### src/rtl/mem_access_unit.sv
// MEM-stage data-memory access unit: req/ack bus handshake with wait states,
// big-endian byte lanes, address-error / bus-error / timeout exception reporting.
module mem_access_unit #(
  parameter int DATA_W  = 32,
  parameter int ADDR_W  = 32,
  parameter int TIMEOUT = 255
) (
  input  logic                clk,
  input  logic                rst,
  input  logic                req_valid_i,
  input  logic [3:0]          op_i,
  input  logic [ADDR_W-1:0]   addr_i,
  input  logic [DATA_W-1:0]   wdata_i,
  input  logic                flush_i,
  output logic                stall_o,
  output logic                done_o,
  output logic [DATA_W-1:0]   rdata_o,
  output logic                exc_o,
  output logic [4:0]          exc_code_o,
  output logic [ADDR_W-1:0]   badvaddr_o,
  output logic                bus_req_o,
  output logic                bus_we_o,
  output logic [ADDR_W-1:0]   bus_addr_o,
  output logic [DATA_W/8-1:0] bus_sel_o,
  output logic [DATA_W-1:0]   bus_wdata_o,
  input  logic                bus_ack_i,
  input  logic [DATA_W-1:0]   bus_rdata_i,
  input  logic                bus_err_i
);

  localparam int NB    = DATA_W / 8;
  localparam int OFF_W = $clog2(NB);
  localparam logic [15:0] TIMEOUT_CNT = 16'(TIMEOUT);

  typedef enum logic [1:0] {IDLE = 2'd0, REQ = 2'd1, DONE = 2'd2, DRAIN = 2'd3} state_e;

  state_e            state_q, state_d;
  logic [15:0]       cnt_q, cnt_d;
  logic              flush_pend_q, flush_pend_d;
  logic              bus_req_q, bus_req_d;
  logic              bus_we_q, bus_we_d;
  logic [ADDR_W-1:0] bus_addr_q, bus_addr_d;
  logic [NB-1:0]     bus_sel_q, bus_sel_d;
  logic [DATA_W-1:0] bus_wdata_q, bus_wdata_d;
  logic [1:0]        size_q, size_d;
  logic              uns_q, uns_d;
  logic [OFF_W-1:0]  off_q, off_d;
  logic [ADDR_W-1:0] addr_q, addr_d;
  logic [DATA_W-1:0] rdata_q, rdata_d;
  logic              exc_q, exc_d;
  logic [4:0]        exc_code_q, exc_code_d;
  logic [ADDR_W-1:0] badvaddr_q, badvaddr_d;

  function automatic logic is_aligned(input logic [1:0] size, input logic [2:0] a);
    logic ok;
    case (size)
      2'd0:    ok = 1'b1;
      2'd1:    ok = (a[0] == 1'b0);
      2'd2:    ok = (a[1:0] == 2'b00);
      2'd3:    ok = (DATA_W == 64) && (a == 3'b000);
      default: ok = 1'b0;
    endcase
    return ok;
  endfunction

  // Offset k lands on lane NB-1-k; the field then extends toward lane 0.
  function automatic logic [NB-1:0] lane_sel(input logic [1:0] size, input logic [OFF_W-1:0] off);
    logic [NB-1:0] sel;
    int hi;
    int lo;
    hi = NB - 1 - int'(off);
    lo = hi + 1 - (1 << size);
    for (int i = 0; i < NB; i++) begin
      sel[i] = (i >= lo) && (i <= hi);
    end
    return sel;
  endfunction

  function automatic logic [DATA_W-1:0] replicate(input logic [1:0] size, input logic [DATA_W-1:0] w);
    logic [DATA_W-1:0] r;
    case (size)
      2'd0:    r = {NB{w[7:0]}};
      2'd1:    r = {(NB/2){w[15:0]}};
      2'd2:    r = {(NB/4){w[31:0]}};
      default: r = w;
    endcase
    return r;
  endfunction

  function automatic logic [DATA_W-1:0] extend_load(input logic [DATA_W-1:0] rd, input logic [1:0] size,
                                                    input logic uns, input logic [OFF_W-1:0] off);
    logic [DATA_W-1:0] field;
    logic [DATA_W-1:0] mask;
    logic              sgn;
    field = rd >> (8 * (NB - int'(off) - (1 << size)));
    mask  = {DATA_W{1'b1}} >> (DATA_W - 8 * (1 << size));
    case (size)
      2'd0:    sgn = field[7];
      2'd1:    sgn = field[15];
      2'd2:    sgn = field[31];
      default: sgn = field[DATA_W-1];
    endcase
    field = field & mask;
    return (!uns && sgn) ? (field | ~mask) : field;
  endfunction

  // Next-state and next-register computation.
  always_comb begin
    state_d      = state_q;
    cnt_d        = cnt_q;
    flush_pend_d = flush_pend_q;
    bus_req_d    = bus_req_q;
    bus_we_d     = bus_we_q;
    bus_addr_d   = bus_addr_q;
    bus_sel_d    = bus_sel_q;
    bus_wdata_d  = bus_wdata_q;
    size_d       = size_q;
    uns_d        = uns_q;
    off_d        = off_q;
    addr_d       = addr_q;
    rdata_d      = rdata_q;
    exc_d        = exc_q;
    exc_code_d   = exc_code_q;
    badvaddr_d   = badvaddr_q;
    case (state_q)
      IDLE: begin
        if (req_valid_i && !flush_i) begin
          if (is_aligned(op_i[1:0], addr_i[2:0])) begin
            bus_req_d    = 1'b1;
            bus_we_d     = op_i[3];
            bus_addr_d   = {addr_i[ADDR_W-1:OFF_W], {OFF_W{1'b0}}};
            bus_sel_d    = lane_sel(op_i[1:0], addr_i[OFF_W-1:0]);
            bus_wdata_d  = replicate(op_i[1:0], wdata_i);
            size_d       = op_i[1:0];
            uns_d        = op_i[2];
            off_d        = addr_i[OFF_W-1:0];
            addr_d       = addr_i;
            cnt_d        = 16'd0;
            flush_pend_d = 1'b0;
            state_d      = REQ;
          end else begin
            exc_d      = 1'b1;
            exc_code_d = op_i[3] ? 5'h05 : 5'h04;
            badvaddr_d = addr_i;
            rdata_d    = {DATA_W{1'b0}};
            state_d    = DONE;
          end
        end else begin
          state_d = IDLE;
        end
      end
      REQ: begin
        flush_pend_d = flush_pend_q | flush_i;
        if (bus_err_i || bus_ack_i || (cnt_q == TIMEOUT_CNT)) begin
          bus_req_d   = 1'b0;
          bus_we_d    = 1'b0;
          bus_addr_d  = {ADDR_W{1'b0}};
          bus_sel_d   = {NB{1'b0}};
          bus_wdata_d = {DATA_W{1'b0}};
          if (flush_pend_q || flush_i) begin
            state_d = DRAIN;
          end else if (!bus_err_i && bus_ack_i) begin
            rdata_d = bus_we_q ? {DATA_W{1'b0}} : extend_load(bus_rdata_i, size_q, uns_q, off_q);
            exc_d   = 1'b0;
            state_d = DONE;
          end else begin
            // Error wins over a simultaneous ack; a timeout is reported the same way.
            exc_d      = 1'b1;
            exc_code_d = 5'h07;
            badvaddr_d = addr_q;
            rdata_d    = {DATA_W{1'b0}};
            state_d    = DONE;
          end
        end else begin
          cnt_d = cnt_q + 16'd1;
        end
      end
      DONE: begin
        rdata_d    = {DATA_W{1'b0}};
        exc_d      = 1'b0;
        exc_code_d = 5'h00;
        badvaddr_d = {ADDR_W{1'b0}};
        state_d    = IDLE;
      end
      DRAIN: begin
        state_d = IDLE;
      end
      default: begin
        state_d = IDLE;
      end
    endcase
  end

  // State and datapath registers with synchronous reset.
  always_ff @(posedge clk) begin
    if (rst) begin
      state_q      <= IDLE;
      cnt_q        <= 16'd0;
      flush_pend_q <= 1'b0;
      bus_req_q    <= 1'b0;
      bus_we_q     <= 1'b0;
      bus_addr_q   <= {ADDR_W{1'b0}};
      bus_sel_q    <= {NB{1'b0}};
      bus_wdata_q  <= {DATA_W{1'b0}};
      size_q       <= 2'd0;
      uns_q        <= 1'b0;
      off_q        <= {OFF_W{1'b0}};
      addr_q       <= {ADDR_W{1'b0}};
      rdata_q      <= {DATA_W{1'b0}};
      exc_q        <= 1'b0;
      exc_code_q   <= 5'h00;
      badvaddr_q   <= {ADDR_W{1'b0}};
    end else begin
      state_q      <= state_d;
      cnt_q        <= cnt_d;
      flush_pend_q <= flush_pend_d;
      bus_req_q    <= bus_req_d;
      bus_we_q     <= bus_we_d;
      bus_addr_q   <= bus_addr_d;
      bus_sel_q    <= bus_sel_d;
      bus_wdata_q  <= bus_wdata_d;
      size_q       <= size_d;
      uns_q        <= uns_d;
      off_q        <= off_d;
      addr_q       <= addr_d;
      rdata_q      <= rdata_d;
      exc_q        <= exc_d;
      exc_code_q   <= exc_code_d;
      badvaddr_q   <= badvaddr_d;
    end
  end

  assign stall_o     = ((state_q == IDLE) && req_valid_i && !flush_i) || (state_q == REQ) || (state_q == DRAIN);
  assign done_o      = (state_q == DONE) && !flush_i;
  assign rdata_o     = rdata_q;
  assign exc_o       = exc_q;
  assign exc_code_o  = exc_code_q;
  assign badvaddr_o  = badvaddr_q;
  assign bus_req_o   = bus_req_q;
  assign bus_we_o    = bus_we_q;
  assign bus_addr_o  = bus_addr_q;
  assign bus_sel_o   = bus_sel_q;
  assign bus_wdata_o = bus_wdata_q;

endmodule

### config.mk
export PLATFORM = sky130hd
export DESIGN_NAME = mem_access_unit
export DESIGN_NICKNAME = d
export VERILOG_FILES = /design/src/rtl/mem_access_unit.sv
export SDC_FILE = /design/constraint.sdc
export NUM_CORES = 1
export LEC_CHECK = 0
export CORE_ASPECT_RATIO = 0.75
export CORE_UTILIZATION = 40
export CTS_CLUSTER_SIZE = 10
export DETAILED_ROUTE_END_ITERATION = 7
export GPL_TIMING_DRIVEN = 0
export HOLD_SLACK_MARGIN = 0.1
export PLACE_DENSITY = 0.74
export SLEW_MARGIN = 20
export SYNTH_ARGS = -nofsm -noshare
export SYNTH_HDL_FRONTEND = slang
export SYNTH_SLANG_ARGS = --single-unit
### constraint.sdc
create_clock -name clk -period 7 [get_ports clk]
set_clock_uncertainty 0.05 [all_clocks]
set_input_delay 1.75 -clock clk [delete_from_list [all_inputs] [get_ports clk]]
set_output_delay 1.75 -clock clk [all_outputs]
set_load 0.02 [all_outputs]
# After elaboration in Yosys (flattened, before gate mapping)
# Cells that the tools add are included.
# Widths: inputs -> output; s select.
# op_classes
n_addsub	7
order_cmp	8
eq_ne	15
shift	4
mux	66
bitwise_logic	5
n_reduce_logical	31
# ops
operator	n
$mux 32	17
$pmux 32 s2	3
$pmux 32 s3	2
$ge 3x32->1 const A	2
$mux 16	3
$and 32x32->32	1
$ge 1x32->1 const A	1
$ge 2x32->1 const A	1
$not 32->32	1
$or 32x32->32	1
$pmux 16 s2	1
$shl 1x2->32 const A	1
$shr 32x32->32	1
$shr 32x32->32 const A	1
$sub 4x32->32	1
$sub 7x32->32 const A	1
$shl 1x2->29 const A	1
$sub 4x29->29	1
$mux 5	5
$mux 1	20
$add 16x1->16 const B	1
$eq 16x8->1 const B	1
$pmux 5 s3	1
$ne 2x2->1 const B	7
28 further kinds	61
# totals
ff_bits	196
input_bits	106
out_inout_bits	142
wordCells	152

# Logic depth before layout (Yosys ltp)
# depth
depth_word	15
ltp_mapped	14
ltp_nobuf	13

# Worst setup path before layout
# OpenSTA, ideal clock, no wires.
# synth_path
path_type	in2reg
start	input op_i[1]
end	register bus_sel_q[0], in the netlist bus_sel_o[0]
setup_ns	0.061
t_arrival_ns	4.221
t_required_ns	6.889
setup_slack_ns	2.668
path_stages	13
n_path_buf	2
path_cell_list	clkbuf_1 -> clkbuf_1 -> nor2b_1 -> ha_1 -> inv_1 -> ha_1 -> inv_1 -> fa_1 -> inv_1 -> ha_1 -> nand4b_1 -> o21ai_0 -> a32o_1
# synth_via
elab_chain_len	7
word_cells_on_any_way	16
classes_between	add/sub: 1; order compare: 1; eq/ne: 4; shift: 1; mux: 6; reduce/logical: 3
# synth_lines
item	line_no	text
start: declaration	11	input logic [3:0] op_i,
$shl 1x2->32	72	lo = hi + 1 - (1 << size);
$sub 4x32->32	72	
$ge 1x32->1	74	sel[i] = (i >= lo) && (i <= hi);
$logic_and 1x1->1	74	
$mux 4	128	if (is_aligned(op_i[1:0], addr_i[2:0])) begin
$mux 4	127	if (req_valid_i && !flush_i) begin
$pmux 4 s2	125	case (state_q)
end signal: assignment	203	bus_sel_q <= {NB{1'b0}};
end signal: assignment	220	bus_sel_q <= bus_sel_d;
end: declaration	43	logic [NB-1:0] bus_sel_q, bus_sel_d;
# Several ways; a longest one is shown, not always the timed one. The select of a mux whose other input is x is not followed.
# A chain may end at the register's enable or synchronous reset.

# Final worst setup path
# layout_path
start	input flush_i
end	output stall_o
# layout_via
elab_chain_len	4
# layout_lines
item	line_no	text
start: declaration	14	input logic flush_i,
$logic_not 1->1	233	assign stall_o = ((state_q == IDLE) && req_valid_i && !flush_i) || (state_q == REQ) || (state_q == DRAIN);
$logic_and 1x1->1	233	
$logic_or 1x1->1 (2 in a row)	233	
end: declaration	15	output logic stall_o,
# No other way between the ends.

==> qor.yml <==
status: "finished, final reports clean"
ys_seq_area_share_pct: 42.1
antennaDiodeCount: 0
synth_cell_types: 63
drc: 0
min_period_over_period_pct: 74.9
setup_viol: 0
numCtsBuffers: 17
syn_area_sq_mm: 0.00904
endpoint_kind: "primary output"
p_seq_share_pct: 43.0
grt_pass1_wl_um: 46300
drt_pass1_iterations: 5
cts_root_buf: "clkbuf_16"
final-max-slew-violation-count: 0
drt-initial-drc-count: 805
antenna_found_initial: 0
nFillCells: 2000
avgRoutedWirePerCell_um: 18.9
synth_cells: 981
power.internal_uw: 1870
clockBufferDepth: 2
grtUsageMet2_pct: 37.8
syn_area_per_cell_sq_um: 9.22
grt-ovfl-total: 0
rsz0062_at_grt: "false"
core_area_sq_mm: 0.0221
fin_nets: 1373
pre_cts_ws_ns: 1.57
synthTopCellsByArea: "dfxtp_1 (42%), nand2_1 (5.1%), a22o_1 (4.6%)"
busiest_layer: "met2"
clk_latency_ns: 0.44
final_cell_mix: "clkdlybuf4s50_1 (241), dfxtp_1 (190), nand2_1 (124)"
grtUsageTotal_pct: 25.2
grt_use_met3_pct: 6.72
postCtsHoldBufs: 0
cts_repair_resize_count: 0
criticalPathCategory: "primary input to primary output"
cts.sinks: 190
setup_ws_ns: 1.76
fp-row-count: 47
grt_max_degree: 21
cp_data_arrival_time_ns: 3.44
synth_top_area_share_pct: 42.1
die_width_um: 176
yosysTopAreaCell: "dfxtp_1"
yosys_warnings: 0
hold_viol_final: 0
switching_power_uw: 808
clkPwrFrac_pct: 37.9
clk_pin_slew_worst_paths_ns: 0.08
postCtsSetupBuffers: 0
wl_um: 29300
power_density_mw_per_mm2: 215
required_ns: 5.20
ys.flop_type: "dfxtp_1"
peakVddDrop_mv: 0.171
portBuffers: 241
met1_usage_pct: 34.7
worstMarginPinSlew_ns: 1.05
multi_input_area_sq_mm: 0.00471
gp_congestion: 0.895
start_util_pct: 40.9
fin_tns_setup_ns: 0
cts-htree-levels: 4
start_kind: "primary input"
drive_above_1_share_pct: 9.47
vias: 8793
final_util_pct: 56.3
hold_path.class: "flop to flop"
fmax_mhz: 191
cts_tree: "built"
maxCapViolCount: 0
crit_fanout: 6
period_minus_slack_ns: 5.24
async_flop_share_pct: 0
area_growth_pct: 37.8
grt_pass1_vias: 8411
p_leak_uw: 0.00445
place_hpwl_um: 21800
maxSlewHeadroom_pct: 29.6
layout_commonest_cell: "clkdlybuf4s50_1"
antenna_left: 0
regArea_sq_mm: 0.00380
viasPerCell: 5.67
ys_seq_elements: 190
die_h_um: 132
ioPinCount: 248
dieArea_sq_mm: 0.0232
p_sw_share_pct: 30.1
synth_edf_count: 0
comb_power_share_pct: 19.1
cells by family (layout without fill, tap and decap cells):
logic type	count (synthesis)	in the layout	share of synthesized area [%]
AO/OA/AOI/OAI	294	294	25.4
adder cells (fa/ha/maj)	23	23	3.35
buffers and inverters	113	386	6.07
flip-flops	190	190	42.1
multiplexers	53	53	6.10
other	1	4	0.0415
AND/OR/NAND/NOR	307	307	17.0
final cells by class:
| cell class | instances | area share [%] |
|---|---|---|
| sequential | 190 | 30.5 |
| buffer | 88 | 3.66 |
| clock inverter | 14 | 1.51 |
| clock buffer | 18 | 3.44 |
| tap | 294 | 2.95 |
| inverter | 25 | 0.753 |
| multi-input combinational | 681 | 37.8 |
| timing repair buffer | 241 | 19.4 |
through the flow:
step / area [sq um] / std cells / hold slack (ns) / total power, uW
2_1_floorplan: 9060 / 984 / 0.387 / 1460
3_3_place_gp: 11800 / 1519 / 0.387 / 1670
3_5_place_dp: 11800 / 1519 / 0.388 / 1680
4_1_cts: 12500 / 1551 / 0.408 / 2690
5_1_grt: 12500 / 1551 / 0.426 / 2780
6_report: 12500 / 1551 / 0.408 / 2680
path summary, 6_finish.rpt:
path	from	end	slack (ns)	cells past startpoint
worst min register to register	addr_q[28]	addr_q[28]	0.41	2
worst max register to register	size_q[0]	rdata_o[23]	3.04	14
worst min-delay path	addr_q[28]	addr_q[28]	0.41	2
worst max-delay path	flush_i	stall_o	1.76	4
layer usage:
metal  vias to the layer above  share of wire [%]
met5                         -                  0
met4                         0                2.3
met3                        48                9.5
met2                       390                 43
met1                      4217                 45
li1                       4138                  -
critical path, stage by stage:
cell and delay [ns]:
clkdlybuf4s50_1 0.56, and3b_1 0.21, or3_1 0.36, clkdlybuf4s50_1 0.56
power by group through the flow:
stage	Combinational [uW]	Sequential, uW	Clock, uW
2_1_floorplan	242	1210	0
3_3_place_gp	499	1180	0
3_5_place_dp	508	1180	0
4_1_cts	511	1150	1030
5_1_grt	552	1160	1070
6_report	513	1150	1020
cell usage after synthesis, types with 3 or more instances:
master	n
o31ai_1	10
a311oi_1	5
buf_6	11
buf_4	7
a21o_1	5
o211ai_1	32
a22o_1	48
a21boi_0	6
nor2_1	30
o21ai_0	25
or2_2	3
and3b_1	3
nand2b_1	35
a311oi_2	27
nand3b_1	5
buf_1	7
or4_1	7
inv_1	24
ha_1	21
a211oi_1	5
mux2i_1	36
a32o_1	3
mux2_2	17
a21oi_1	50
and3_1	3
o2bb2ai_1	8
nand4_1	9
nand2_1	124
nor3_1	6
or3_1	6
a22oi_1	17
nand3_1	56
nor2b_1	6
a31oi_1	36
buf_2	13
dfxtp_1	190
clkbuf_1	50
sequential cells by signal (all words and copies together), names as in the netlist, 2 cells and up:
name / count
bus_wdata_o: 32
exc_code_o: 3
badvaddr_o: 32
size_q: 2
bus_sel_o: 4
cnt_q: 16
state_q: 2
rdata_o: 32
bus_addr_o: 30
addr_q: 31
Power figures use the tool's default switching activity.
